**config.mk**
```make
export PLATFORM = sky130hd
export DESIGN_NAME = issue_ctrl
export DESIGN_NICKNAME = d
export VERILOG_FILES = /design/src/rtl/issue_ctrl.sv
export SDC_FILE = /design/constraint.sdc
export NUM_CORES = 1
export LEC_CHECK = 0
export BUFFER_PORTS_ARGS = -buffer_cell sky130_fd_sc_hd__buf_2
export CORE_MARGIN = 2
export CORE_UTILIZATION = 40
export DETAILED_ROUTE_END_ITERATION = 16
export MAX_ROUTING_LAYER = met4
export SLEW_MARGIN = 20
export SYNTH_ARGS = -nofsm -noshare
export SYNTH_HDL_FRONTEND = slang
export SYNTH_SLANG_ARGS = --single-unit
export TNS_END_PERCENT = 1
```
**constraint.sdc**
```tcl
create_clock -name clk -period 7.85 [get_ports clk]
set_input_delay 2.355 -clock clk [delete_from_list [all_inputs] [get_ports clk]]
set_output_delay 2.355 -clock clk [all_outputs]
set_load 0.05 [all_outputs]
```
**src/rtl/issue_ctrl.sv**
```systemverilog
// In-order issue controller: circular instruction queue, RV32I head decoder and
// dispatch to ROB + RS/LSB. Optional dispatch stall counter under ISSUE_STALL_CNT_EN.

module decoder (
  input  logic [31:0] inst,
  output logic [5:0]  inst_name,
  output logic [4:0]  rd,
  output logic [4:0]  rs1,
  output logic [4:0]  rs2,
  output logic [31:0] imm,
  output logic        is_store,
  output logic        jump
);
  localparam logic [5:0] NOP = 6'd0;

  logic [6:0]  opcode;
  logic [2:0]  funct3;
  logic [6:0]  funct7;
  logic [31:0] imm_i, imm_s, imm_b, imm_u, imm_j;

  assign opcode = inst[6:0];
  assign funct3 = inst[14:12];
  assign funct7 = inst[31:25];
  assign imm_i  = {{20{inst[31]}}, inst[31:20]};
  assign imm_s  = {{20{inst[31]}}, inst[31:25], inst[11:7]};
  assign imm_b  = {{20{inst[31]}}, inst[7], inst[30:25], inst[11:8], 1'b0};
  assign imm_u  = {inst[31:12], 12'd0};
  assign imm_j  = {{12{inst[31]}}, inst[19:12], inst[20], inst[30:21], 1'b0};

  // Codes: 1 LUI,2 AUIPC,3 JAL,4 JALR,5-10 branches,11-15 loads,16-18 stores,
  // 19-27 OP-IMM, 28-37 OP. jump flags any control transfer (branch or jump).
  always_comb begin
    inst_name = NOP;
    rd        = 5'd0;
    rs1       = 5'd0;
    rs2       = 5'd0;
    imm       = 32'd0;
    is_store  = 1'b0;
    jump      = 1'b0;
    case (opcode)
      7'b0110111: begin inst_name = 6'd1; rd = inst[11:7]; imm = imm_u; end
      7'b0010111: begin inst_name = 6'd2; rd = inst[11:7]; imm = imm_u; end
      7'b1101111: begin inst_name = 6'd3; rd = inst[11:7]; imm = imm_j; jump = 1'b1; end
      7'b1100111: if (funct3 == 3'b000) begin
        inst_name = 6'd4; rd = inst[11:7]; rs1 = inst[19:15]; imm = imm_i; jump = 1'b1;
      end
      7'b1100011: begin
        case (funct3)
          3'b000:  inst_name = 6'd5;
          3'b001:  inst_name = 6'd6;
          3'b100:  inst_name = 6'd7;
          3'b101:  inst_name = 6'd8;
          3'b110:  inst_name = 6'd9;
          3'b111:  inst_name = 6'd10;
          default: inst_name = NOP;
        endcase
        rs1 = inst[19:15]; rs2 = inst[24:20]; imm = imm_b; jump = 1'b1;
      end
      7'b0000011: begin
        case (funct3)
          3'b000:  inst_name = 6'd11;
          3'b001:  inst_name = 6'd12;
          3'b010:  inst_name = 6'd13;
          3'b100:  inst_name = 6'd14;
          3'b101:  inst_name = 6'd15;
          default: inst_name = NOP;
        endcase
        rd = inst[11:7]; rs1 = inst[19:15]; imm = imm_i;
      end
      7'b0100011: begin
        case (funct3)
          3'b000:  inst_name = 6'd16;
          3'b001:  inst_name = 6'd17;
          3'b010:  inst_name = 6'd18;
          default: inst_name = NOP;
        endcase
        rs1 = inst[19:15]; rs2 = inst[24:20]; imm = imm_s; is_store = 1'b1;
      end
      7'b0010011: begin
        case (funct3)
          3'b000:  inst_name = 6'd19;
          3'b010:  inst_name = 6'd20;
          3'b011:  inst_name = 6'd21;
          3'b100:  inst_name = 6'd22;
          3'b110:  inst_name = 6'd23;
          3'b111:  inst_name = 6'd24;
          3'b001:  inst_name = (funct7 == 7'b0000000) ? 6'd25 : NOP;
          3'b101:  inst_name = (funct7 == 7'b0000000) ? 6'd26 :
                               (funct7 == 7'b0100000) ? 6'd27 : NOP;
          default: inst_name = NOP;
        endcase
        rd = inst[11:7]; rs1 = inst[19:15]; imm = imm_i;
      end
      7'b0110011: begin
        case ({funct7, funct3})
          10'b0000000_000: inst_name = 6'd28;
          10'b0100000_000: inst_name = 6'd29;
          10'b0000000_001: inst_name = 6'd30;
          10'b0000000_010: inst_name = 6'd31;
          10'b0000000_011: inst_name = 6'd32;
          10'b0000000_100: inst_name = 6'd33;
          10'b0000000_101: inst_name = 6'd34;
          10'b0100000_101: inst_name = 6'd35;
          10'b0000000_110: inst_name = 6'd36;
          10'b0000000_111: inst_name = 6'd37;
          default:         inst_name = NOP;
        endcase
        rd = inst[11:7]; rs1 = inst[19:15]; rs2 = inst[24:20];
      end
      default: inst_name = NOP;
    endcase
    // Unknown encodings carry no operands so a drop never leaks stale fields.
    if (inst_name == NOP) begin
      rd = 5'd0; rs1 = 5'd0; rs2 = 5'd0; imm = 32'd0; is_store = 1'b0; jump = 1'b0;
    end
  end
endmodule

module issue_ctrl #(
  parameter int IQ_DEPTH  = 16,
  parameter int IQ_ADDR_W = 4,
  parameter int ROB_TAG_W = 4
) (
  input  logic                 clk,
  input  logic                 rst,
  input  logic                 rdy,
  input  logic                 clr,
  input  logic                 if_valid,
  input  logic [31:0]          if_inst,
  input  logic [31:0]          if_pc,
  input  logic                 if_pred_jump,
  output logic                 iq_full,
  input  logic                 rob_full,
  input  logic                 rs_full,
  input  logic                 lsb_full,
  input  logic [ROB_TAG_W-1:0] rob_tag,
  output logic                 to_rob_valid,
  output logic                 to_rs_valid,
  output logic                 to_lsb_valid,
  output logic [5:0]           out_inst_name,
  output logic [4:0]           out_rd,
  output logic [4:0]           out_rs1,
  output logic [4:0]           out_rs2,
  output logic [31:0]          out_imm,
  output logic [31:0]          out_pc,
  output logic                 out_pred_jump,
  output logic                 out_is_store,
  output logic                 out_jump,
  output logic [ROB_TAG_W-1:0] out_tag,
  output logic [31:0]          stall_cnt
);
  localparam logic [IQ_ADDR_W:0] FULL_CNT = (IQ_ADDR_W+1)'(IQ_DEPTH);

  logic [IQ_DEPTH-1:0][31:0] inst_q;
  logic [IQ_DEPTH-1:0][31:0] pc_q;
  logic [IQ_DEPTH-1:0]       pred_q;
  logic [IQ_ADDR_W-1:0]      head, tail;
  logic [IQ_ADDR_W:0]        count;

  logic [5:0]  d_name;
  logic [4:0]  d_rd, d_rs1, d_rs2;
  logic [31:0] d_imm;
  logic        d_store, d_jump;
  logic        nonempty, is_nop, is_lsb, blocked, push, pop, dispatch;
  logic [6:0]  head_op;

  decoder u_dec (
    .inst      (inst_q[head]),
    .inst_name (d_name),
    .rd        (d_rd),
    .rs1       (d_rs1),
    .rs2       (d_rs2),
    .imm       (d_imm),
    .is_store  (d_store),
    .jump      (d_jump)
  );

  assign head_op  = inst_q[head][6:0];
  assign iq_full  = (count == FULL_CNT);
  assign nonempty = (count != '0);
  assign is_nop   = (d_name == 6'd0);
  assign is_lsb   = (head_op == 7'b0000011) || (head_op == 7'b0100011);
  // Drops need no ROB slot and no target, so they are never blocked.
  assign blocked  = !is_nop && (rob_full || (is_lsb ? lsb_full : rs_full));
  assign push     = rdy && !clr && if_valid && !iq_full;
  assign pop      = rdy && !clr && nonempty && !blocked;
  assign dispatch = pop && !is_nop;

  always_ff @(posedge clk) begin
    if (push) begin
      inst_q[tail] <= if_inst;
      pc_q[tail]   <= if_pc;
      pred_q[tail] <= if_pred_jump;
    end
  end

  always_ff @(posedge clk) begin
    if (rst) begin
      head          <= '0;
      tail          <= '0;
      count         <= '0;
      to_rob_valid  <= 1'b0;
      to_rs_valid   <= 1'b0;
      to_lsb_valid  <= 1'b0;
      out_inst_name <= '0;
      out_rd        <= '0;
      out_rs1       <= '0;
      out_rs2       <= '0;
      out_imm       <= '0;
      out_pc        <= '0;
      out_pred_jump <= 1'b0;
      out_is_store  <= 1'b0;
      out_jump      <= 1'b0;
      out_tag       <= '0;
    end else if (!rdy) begin
      to_rob_valid <= 1'b0;
      to_rs_valid  <= 1'b0;
      to_lsb_valid <= 1'b0;
    end else if (clr) begin
      head         <= '0;
      tail         <= '0;
      count        <= '0;
      to_rob_valid <= 1'b0;
      to_rs_valid  <= 1'b0;
      to_lsb_valid <= 1'b0;
    end else begin
      to_rob_valid <= dispatch;
      to_rs_valid  <= dispatch && !is_lsb;
      to_lsb_valid <= dispatch && is_lsb;
      if (push) tail <= tail + IQ_ADDR_W'(1);
      if (pop)  head <= head + IQ_ADDR_W'(1);
      if (push && !pop)      count <= count + (IQ_ADDR_W+1)'(1);
      else if (pop && !push) count <= count - (IQ_ADDR_W+1)'(1);
      if (dispatch) begin
        out_inst_name <= d_name;
        out_rd        <= d_rd;
        out_rs1       <= d_rs1;
        out_rs2       <= d_rs2;
        out_imm       <= d_imm;
        out_pc        <= pc_q[head];
        out_pred_jump <= pred_q[head];
        out_is_store  <= d_store;
        out_jump      <= d_jump;
        out_tag       <= rob_tag;
      end
    end
  end

`ifdef ISSUE_STALL_CNT_EN
  logic [31:0] stall_q;
  always_ff @(posedge clk) begin
    if (rst) stall_q <= '0;
    else if (rdy && !clr && nonempty && blocked) stall_q <= stall_q + 32'd1;
  end
  assign stall_cnt = stall_q;
`else
  assign stall_cnt = 32'd0;
`endif
endmodule

```
==> After elaboration in Yosys (flattened, before gate mapping) <==
Cells that the tools add are included.
{ "classes": {"addsub": 4, "order_cmp": 3, "eq_ne": 27, "n_mux": 47, "n_bitwise": 2, "n_reduce_logical": 40} }
{ "op_table": {"columns": ["cell", "n"], "rows": [
  ["bitwise mux 512 bit", 2],
  ["binary-select mux 32 bit (select 4 bit)", 2],
  ["one-hot mux 32 bit (6 select lines)", 1],
  ["2-to-1 mux 32 bit", 5],
  ["demux 32 bit (select 4 bit)", 1],
  ["one-hot mux 6 bit (10 select lines)", 1],
  ["2-to-1 mux 5 bit", 11],
  ["one-hot mux 6 bit (9 select lines)", 1],
  ["one-hot mux 6 bit (8 select lines)", 1],
  ["equality test 10 x 3 -> 1 bit (second input constant)", 4],
  ["equality test 7 x 6 -> 1 bit (second input constant)", 4],
  ["one-hot mux 4 bit (6 select lines)", 1],
  ["equality test 7 bit (second input constant)", 3],
  ["equality test 10 x 2 -> 1 bit (second input constant)", 2],
  ["equality test 10 x 9 -> 1 bit (second input constant)", 2],
  ["one-hot mux 4 bit (5 select lines)", 1],
  ["one-hot mux 5 bit (2 select lines)", 2],
  ["bitwise mux 16 bit", 1],
  ["2-to-1 mux 4 bit", 4],
  ["one-hot mux 5 bit (3 select lines)", 1],
  ["equality test 7 x 5 -> 1 bit (second input constant)", 2],
  ["equality test 3 bit (second input constant)", 4],
  ["logical AND 1 bit", 12],
  ["equality test 10 x 1 -> 1 bit (second input constant)", 1],
  ["31 further kinds", 54]
]} }
{ "totals": {"ff_bits": 1148, "inputBits": 77, "out_inout_bits": 128, "elab_cells": 172} }

==> Logic depth before layout (Yosys ltp) <==
Gate-level depths: netlist of the first run.
{ "depth": {"depth_word": 16, "mapped_depth": 20, "depth_no_buf": 16} }

==> By module <==
A second synthesis of the first run with hierarchy kept.
{ "hier_totals": {"cells_unflattened": 2500, "area_unflattened_um2": 45772.6} }
{ "by_module_without_submodules": {"columns": ["mod", "instances", "cells_each", "area_each_um2", "seq_area_each_um2"], "rows": [
  ["issue_ctrl", 1, 2249, 44082.3, 33392.0],
  ["decoder", 1, 251, 1690.4, 0.0]
]} }

==> Worst setup path before layout of the first run <==
No wires, ideal clock.
{ "synth_timing": {"path_type": "input to register", "startpoint": "in rdy", "endpoint": "reg inst_q[0] (netlist bit), enable pin", "setup_ns": 0.568, "arrival_time_ns": 7.536, "required_time_ns": 7.282, "setup_slack_ns": -0.254, "cell_stages": 5, "n_path_buf": 1, "path_cell_list": "nor2b_1 -> and3_1 -> clkbuf_1 -> nand2_1 -> nor3_1"} }
{ "synth_via": {"elab_chain_len": 3} }
{ "synth_lines": {"columns": ["item", "line_no", "source"], "rows": [
  ["from (decl)", "126", "input logic rdy,"],
  ["logical AND 1 bit (3 in a row)", "185", "assign push = rdy && !clr && if_valid && !iq_full;"],
  ["to (signal, indexed assignment)", "191", "inst_q[tail] <= if_inst;"],
  ["to (decl)", "154", "logic [IQ_DEPTH-1:0][31:0] inst_q;"]
]} }
Every way passes these cells.
A chain may end at the register's enable or synchronous reset.

==> Worst setup path in the final report of the first run <==
{ "layout_timing": {"startpoint": "reg head[2]", "endpoint": "reg count[4]"} }
{ "layout_via": {"elab_chain_len": 16, "word_cells_on_any_way": 56, "cone_classes": "eq/ne: 26; mux: 15; reduce/logical: 15"} }
{ "layout_lines": {"columns": ["item", "line_no", "source"], "rows": [
  ["from (decl)", "157", "logic [IQ_ADDR_W-1:0] head, tail;"],
  ["from (signal assigned)", "231", "if (pop) head <= head + IQ_ADDR_W'(1);"],
  ["binary-select mux 32 bit (select 4 bit) (*)", "168, 178", null],
  ["2-to-1 mux 32 bit (implied by the code) (*)", "178", "assign head_op = inst_q[head][6:0];"],
  ["equality test 7 x 6 -> 1 bit", "89", "(funct7 == 7'b0100000) ? 6'd27 : NOP;"],
  ["2-to-1 mux 5 bit", "89", null],
  ["2-to-1 mux 6 bit", "88", "3'b101: inst_name = (funct7 == 7'b0000000) ? 6'd26 :"],
  ["one-hot mux 6 bit (8 select lines)", "80", "case (funct3)"],
  ["one-hot mux 6 bit (9 select lines)", "40", "case (opcode)"],
  ["zero test 6 bit", "181", "assign is_nop = (d_name == 6'd0);"],
  ["zero test 1 bit", "184", "assign blocked = !is_nop && (rob_full || (is_lsb ? lsb_full : rs_full));"],
  ["logical AND 1 bit (*)", "184", null],
  ["zero test 1 bit (*)", "186", "assign pop = rdy && !clr && nonempty && !blocked;"],
  ["logical AND 1 bit (*)", "186", null],
  ["zero test 1 bit", "232", "if (push && !pop) count <= count + (IQ_ADDR_W+1)'(1);"],
  ["logical AND 1 bit", "232", null],
  ["nonzero test 3 bit (no line) / 2-to-1 mux 5 bit (equally long branches)", null, null],
  ["AND reduction 2 bit (no line) / 2-to-1 mux 5 bit (equally long branches)", null, null],
  ["to (signal assigned)", "232", null],
  ["to (signal assigned)", "233", "else if (pop && !push) count <= count - (IQ_ADDR_W+1)'(1);"],
  ["to (decl)", "158", "logic [IQ_ADDR_W:0] count;"]
]} }
Mark *: on every way between the ends. The rest lies on a longest branch, timed or not. The select of a mux whose other input is x is not followed.

==> results_dict.tcl, run 1 <==
set metrics [dict create \
    first_pass_iters 6 \
    drive_gt1_frac 0.243 \
    die_w_um 338 \
    cp.required_ps 8480 \
    critPathLaunch "head[2]" \
    min_path_type "reg -> reg" \
    path_class "reg -> reg" \
    fin_tns_setup_ps 0 \
    fin_skew_ps 36.7 \
    multi_input_area_mm2 0.0106 \
    fmax_ghz 0.172 \
    regArea_mm2 0.0334 \
    cts.repair.resized 0 \
    wl_met3_um 8340 \
    yosysSeqAreaShare 0.748 \
    r2r-end "count[4]" \
    wire_per_inst_um 26.6 \
    p_leak_nw 15.8 \
    synth_area_mm2 0.0446 \
    syn_area_per_cell_um2 19.0 \
    synth_most_common_cell "edfxtp_1" \
    cp-end-kind "flip-flop" \
    r2r-start "head[2]" \
    maxCapViolCount 0 \
    yosys-top-cells-count "edfxtp_1 (1040), mux4_2 (207), mux2i_1 (171), nor2_1 (119), dfxtp_1 (108)" \
    nNetsFinal 2643 \
    synthArstFlopShare 0 \
    slew_headroom 0.233 \
    vdd_drop_max_v 0.000182 \
    worst_pin_slew_ps 1150 \
    slew_violations 0 \
    grt_max_degree 153 \
    fin_crit_sh 0.740 \
    grt_pass1_vias 23382 \
    hpwl_um 62100 \
    n_fill_cell 9309 \
    hold_viol_final 0 \
    status "finished clean" \
    wl_um 110000 \
    clockBufferDepth 3 \
    first_iter_violations 2460 \
    clock_latency_ps 710 \
    grtUsageTotal 0.199 \
    crit_path_end "count[4]" \
    gp_congestion 0.856 \
    synth_cell_types 73 \
    viasPerCell 5.61 \
    grt_overflow 0 \
    cts_sinks 1148 \
    synthTopCellsByArea "edfxtp_1 (70%), mux4_2 (10%), dfxtp_1 (4.8%)" \
    route.layer.met1.wl_um 46900 \
    cts-root-buf "clkbuf_16" \
    dr_total_vias 23254 \
    ff2ff_setup_slack_ps 2040 \
    yosysTopAreaCellShare 0.700 \
    setup_violations 0 \
    rsz0062_at_grt "false" \
    core_area_mm2 0.111 \
    top_layer_used "met4" \
    initial_core_util 0.403 \
    cts_setup_buffers 0 \
    dp_cells 3928 \
    antenna_found_initial 21 \
    cts.clk_slew.worst_paths_ps 60 \
    grt_first_pass_wirelength_um 160000 \
    ant_nets 0 \
    portBuffers 172 \
    die_h_um 338 \
    synth-seq-cells 1148 \
    synth-edff-count 1040 \
    cp_max_fo 55 \
    power.density_mw_per_mm2 269 \
    cp_data_arrival_time_ps 6440 \
    yosysTopAreaCell "edfxtp_1" \
    drc_errors 0 \
    ctsHtreeMaxLevel 3 \
    r2r_cells 17 \
    die_area_mm2 0.114 \
    fin_crit_ps 5810 \
    pre_cts_slack_ps 2100 \
    synthToLayoutAreaGrowth_pct 14.1 \
    ctsHoldBuffers 0 \
    numCtsBuffers 114 \
    io_pins 205 \
    final_cells 4148 \
    setup_ws_ps 2040 \
    wl_met2_um 52400 \
    ys.warnings.count 0 \
    cp-start-kind "flip-flop" \
    holdWs_ps 466 \
    syn_inst 2346 \
    std_cell_rows 122 \
    cts_tree "done" \
    synth_ff_type "edfxtp_1" \
]
critical path: stages, from the launching register on:
cell and delay [ps]:
dfxtp_4 950, buf_4 600, mux4_2 380, a22oi_1 380
nand2_1 230, or3_1 350, a2111oi_0 450, a221o_1 210
a311o_2 160, nor3_2 70, a21oi_4 350, nand2_1 250
fa_1 460, a21o_1 200, a21oi_1 190, nor2b_1 70
mux2i_1 170, mux2i_1 190
state kept, by name, indices dropped and copies added (netlist names), 6 cells and up:
signal and flops:
out_pc 32, pred_q 16, pc_q 512, inst_q 512, out_imm 32, out_inst_name 6
per-stage QoR:
stage / area, um^2 / utilization / power, W
global route: 50900 / 0.460 / 0.0142
floorplan: 44800 / - / 0.00814
CTS: 50900 / 0.460 / 0.0138
detailed placement: 47300 / 0.427 / 0.00853
finish: 50900 / 0.460 / 0.0137
global placement: 47300 / 0.427 / 0.00849
where the power goes:
| part | internal (W) | switching [W] |
|---|---|---|
| Sequential | 0.00670 | 0.0000622 |
| Combinational | 0.000735 | 0.000887 |
| Clock | 0.00305 | 0.00225 |
layout by cell type, fill, tap and decap left out, types with 7 or more instances in the layout:
| cell type | n |
|---|---|
| mux4_2 | 207 |
| a211oi_1 | 13 |
| clkbuf_16 | 116 |
| dfxtp_1 | 104 |
| conb_1 | 32 |
| bufinv_16 | 7 |
| a311oi_1 | 26 |
| nand2_1 | 86 |
| o22ai_1 | 18 |
| a21oi_1 | 59 |
| clkbuf_1 | 33 |
| buf_4 | 48 |
| diode_2 | 11 |
| o221ai_1 | 30 |
| nand3_1 | 35 |
| a22oi_1 | 28 |
| a221oi_1 | 33 |
| nand4_1 | 7 |
| edfxtp_1 | 1040 |
| inv_1 | 11 |
| clkinv_1 | 12 |
| mux2i_1 | 171 |
| a22o_1 | 14 |
| o21ai_0 | 29 |
| clkinv_2 | 20 |
| clkbuf_8 | 11 |
| nand2b_1 | 30 |
| nor2_1 | 107 |
| buf_2 | 171 |
| ha_1 | 9 |
| nor2_4 | 13 |
| nor2b_1 | 11 |
routing by layer:
metal | track usage | up-vias
li1 | - | 9968
met1 | 0.270 | 12156
met2 | 0.313 | 915
met3 | 0.0363 | 215
met4 | 0.0495 | 0
met5 | - | -
how the worst min path moves through the flow:
stage	cells after the start	end	from
2_1_floorplan	2	count[4]	count[4]
3_3_place_gp	2	out_rs1[3]	out_rs1[3]
3_5_place_dp	2	out_rs1[2]	out_rs1[2]
4_1_cts	2	out_rs1[2]	out_rs1[2]
5_1_grt	2	out_rs2[3]	out_rs2[3]
6_report	2	out_rs1[2]	out_rs1[2]
kinds of logic (layout without fill, tap and decap cells):
| group | after synthesis | after routing | share of synthesized area |
|---|---|---|---|
| fa+ha+maj | 10 | 10 | 0.00297 |
| simple gates | 338 | 338 | 0.0357 |
| compound gates | 288 | 288 | 0.0486 |
| buf+inv | 175 | 447 | 0.0202 |
| mux | 379 | 379 | 0.143 |
| xor+xnor | 7 | 7 | 0.00154 |
| flops | 1148 | 1148 | 0.748 |
| other cells | 1 | 43 | 0.0000840 |
layout make-up:
class / count / share of cell area
sequential: 1148 / 0.656
multi-input combinational: 1054 / 0.208
clock buffer: 162 / 0.0627
tap: 1488 / 0.0366
timing repair buffer: 225 / 0.0262
clock inverter: 47 / 0.00858
inverter: 13 / 0.000958
antenna: 11 / 0.000541
Power figures use the tool's default switching activity.
==> inputs of run 2 (changes only) <==
Settings changed: ABC_AREA from default to 1.
Clock period 7.85 ns to 6.04 ns, I/O delays scaled along.
==> run 2 against run 1 <==
Effect of this change: maximum frequency up 15%; first-iteration DRC count up 22%; register-to-register slack worse by 1000 ps; clock-buffer cell count down 7; highest routed layer unchanged; critical path type unchanged; global-route usage up 1.7 points.
==> results_dict.tcl, run 2 <==
set metrics [dict create \
    status "finished clean" \
    cp.required_ps 6630 \
    cts-root-buf "clkbuf_16" \
    cts.repair.resized 0 \
    critPathLaunch "head[0]" \
    synth_area_mm2 0.0454 \
    slew_violations 0 \
    viasPerCell 5.44 \
    yosysSeqAreaShare 0.735 \
    std_cell_rows 123 \
    nNetsFinal 3921 \
    first_pass_iters 6 \
    fin_tns_setup_ps 0 \
    synthTopCellsByArea "edfxtp_1 (69%), nand2_1 (5.8%), dfxtp_1 (4.8%)" \
    fin_area_mm2 0.0515 \
    die_h_um 341 \
    fin_skew_ps 20.9 \
    gp_congestion 0.880 \
    clockBufferDepth 3 \
    p_leak_nw 18.0 \
    cp-end-kind "flip-flop" \
    placed_cell_area_mm2 0.0479 \
    numCtsBuffers 114 \
    hold_viol_final 0 \
    hpwl_um 66300 \
    min_path_type "reg -> reg" \
    drive_gt1_frac 0.118 \
    vdd_drop_max_v 0.000273 \
    initial_core_util 0.404 \
    wire_per_inst_um 22.7 \
    top_regs "inst_q: 512 flops, pc_q: 512 flops" \
    cp-start-kind "flip-flop" \
    io_pins 205 \
    synth-seq-cells 1148 \
    power.density_mw_per_mm2 327 \
    core_area_mm2 0.112 \
    yosys-top-cells-count "edfxtp_1 (1040), nand2_1 (706), nor2_1 (406), o21ai_0 (318), nand3_1 (240)" \
    grt_max_degree 183 \
    grt_pass1_vias 27811 \
    ctsHoldBuffers 0 \
    clock_latency_ps 710 \
    fin_crit_ps 5040 \
    ctsHtreeMaxLevel 3 \
    fin_crit_sh 0.834 \
    antenna_found_initial 21 \
    cts.clk_slew.worst_paths_ps 60 \
    die_area_mm2 0.116 \
    ys.warnings.count 0 \
    synth_cell_types 42 \
    r2r-start "head[0]" \
    cp_max_fo 161 \
    synth-edff-count 1040 \
    grt_first_pass_wirelength_um 183000 \
    dr_total_vias 29638 \
    ant_nets 0 \
    rsz0062_at_grt "false" \
    die_w_um 341 \
    wl_um 124000 \
    layout_common_cells "edfxtp_1 (1040), nand2_1 (706), nor2_1 (390)" \
    path_class "reg -> reg" \
    syn_area_per_cell_um2 12.2 \
    first_iter_violations 2999 \
    slew_headroom 0.278 \
    r2r-end "out_imm[11]" \
    r2r_cells 22 \
    synthToLayoutAreaGrowth_pct 13.4 \
    setup_violations 0 \
    grtUsageTotal 0.216 \
    drc_errors 0 \
    cts_sinks 1148 \
    cts_tree "done" \
    synth_ff_type "edfxtp_1" \
    cp_data_arrival_time_ps 5630 \
    ff2ff_setup_slack_ps 1000 \
    worst_pin_slew_ps 1080 \
    yosysTopAreaCell "edfxtp_1" \
    syn_inst 3710 \
    mostFrequentLayoutCell "edfxtp_1" \
    crit_path_end "out_imm[11]" \
    fmax_ghz 0.199 \
    yosysTopAreaCellShare 0.688 \
    cts_setup_buffers 0 \
    synthArstFlopShare 0 \
    maxCapViolCount 0 \
    grt_overflow 0 \
    portBuffers 172 \
    synth_most_common_cell "edfxtp_1" \
]
run 2: cell count changes after synthesis, sizes merged, moves of 26 or more:
cell	delta
mux4	-207
nor2	+295
a311oi	-26
inv	+102
a21oi	+120
clkbuf	+84
nand2	+629
nand4	+33
o21ai	+322
nand2b	-30
a31oi	+45
nand3	+208
mux2i	-171
run 2: per-stage QoR:
step / utilization / hold slack (ps) / total power, W / instances / setup WS (ps)
floorplan: - / 487 / 0.00978 / 3741 / 510
global placement: 0.426 / 439 / 0.0102 / 5218 / 1130
detailed placement: 0.426 / 455 / 0.0102 / 5218 / 1140
CTS: 0.458 / 464 / 0.0169 / 5434 / 1120
global route: 0.458 / 483 / 0.0174 / 5446 / 568
finish: 0.458 / 461 / 0.0168 / 5447 / 1000
run 2: where the power goes:
part | leakage [nW] | total, W | switching (W) | internal [W]
Sequential | 10.2 | 0.00872 | 0.0000331 | 0.00869
Combinational | 6.01 | 0.00131 | 0.000997 | 0.000314
Clock | 1.76 | 0.00681 | 0.00298 | 0.00383
Total | 18.0 | 0.0168 | 0.00401 | 0.0128
run 2: worst min path at each step:
stage / from / end / slack, ps / cells past startpoint
floorplan: count[3] / count[3] / 490 / 2
global placement: out_imm[31] / out_imm[31] / 440 / 2
detailed placement: out_tag[3] / out_tag[3] / 460 / 2
CTS: out_tag[3] / out_tag[3] / 460 / 2
global route: out_inst_name[5] / out_inst_name[5] / 480 / 2
finish: out_tag[3] / out_tag[3] / 460 / 2
run 2: kinds of logic (layout without fill, tap and decap cells):
logic type      after synthesis  after routing  share of synthesized area
compound gates              749            749                     0.0956
xor+xnor                      4              4                   0.000771
fa+ha+maj                    10             10                    0.00292
buf+inv                     379            572                     0.0372
flops                      1148           1148                      0.735
other cells                   1             45                  0.0000826
simple gates               1419           1419                      0.128
run 2: per-layer routing:
metal	wire (um)	track usage
met5	0	-
met4	3560	0.0678
met3	9140	0.0382
met1	54400	0.295
met2	56800	0.328
run 2: critical path, stage by stage, from the launching register on:
cell and delay [ps]:
dfxtp_4 500, inv_8 720, nand2_1 110, nand3_1 120, nand2_1 50, nor2_1 110
nand2_1 70, nand2_1 240, inv_2 110, nor2_1 240, nand2_1 110, nand3_1 110
nor2_1 50, nor2_1 120, nand3_1 120, nor2_1 130, nand3_2 130, nand3_4 90
clkinv_2 470, nand2_2 860, inv_1 130, nand2_1 90, nand2_1 50
run 2: layout make-up:
type	instances	area [um^2]
Antenna cell	13	32.5
Clock buffer	155	3110
Clock inverter	61	494
Fill cell	10013	61000
Inverter	117	459
Multi-Input combinational cell	2214	10600
Sequential cell	1148	33400
Tap cell	1500	1880
Timing Repair Buffer	239	1560
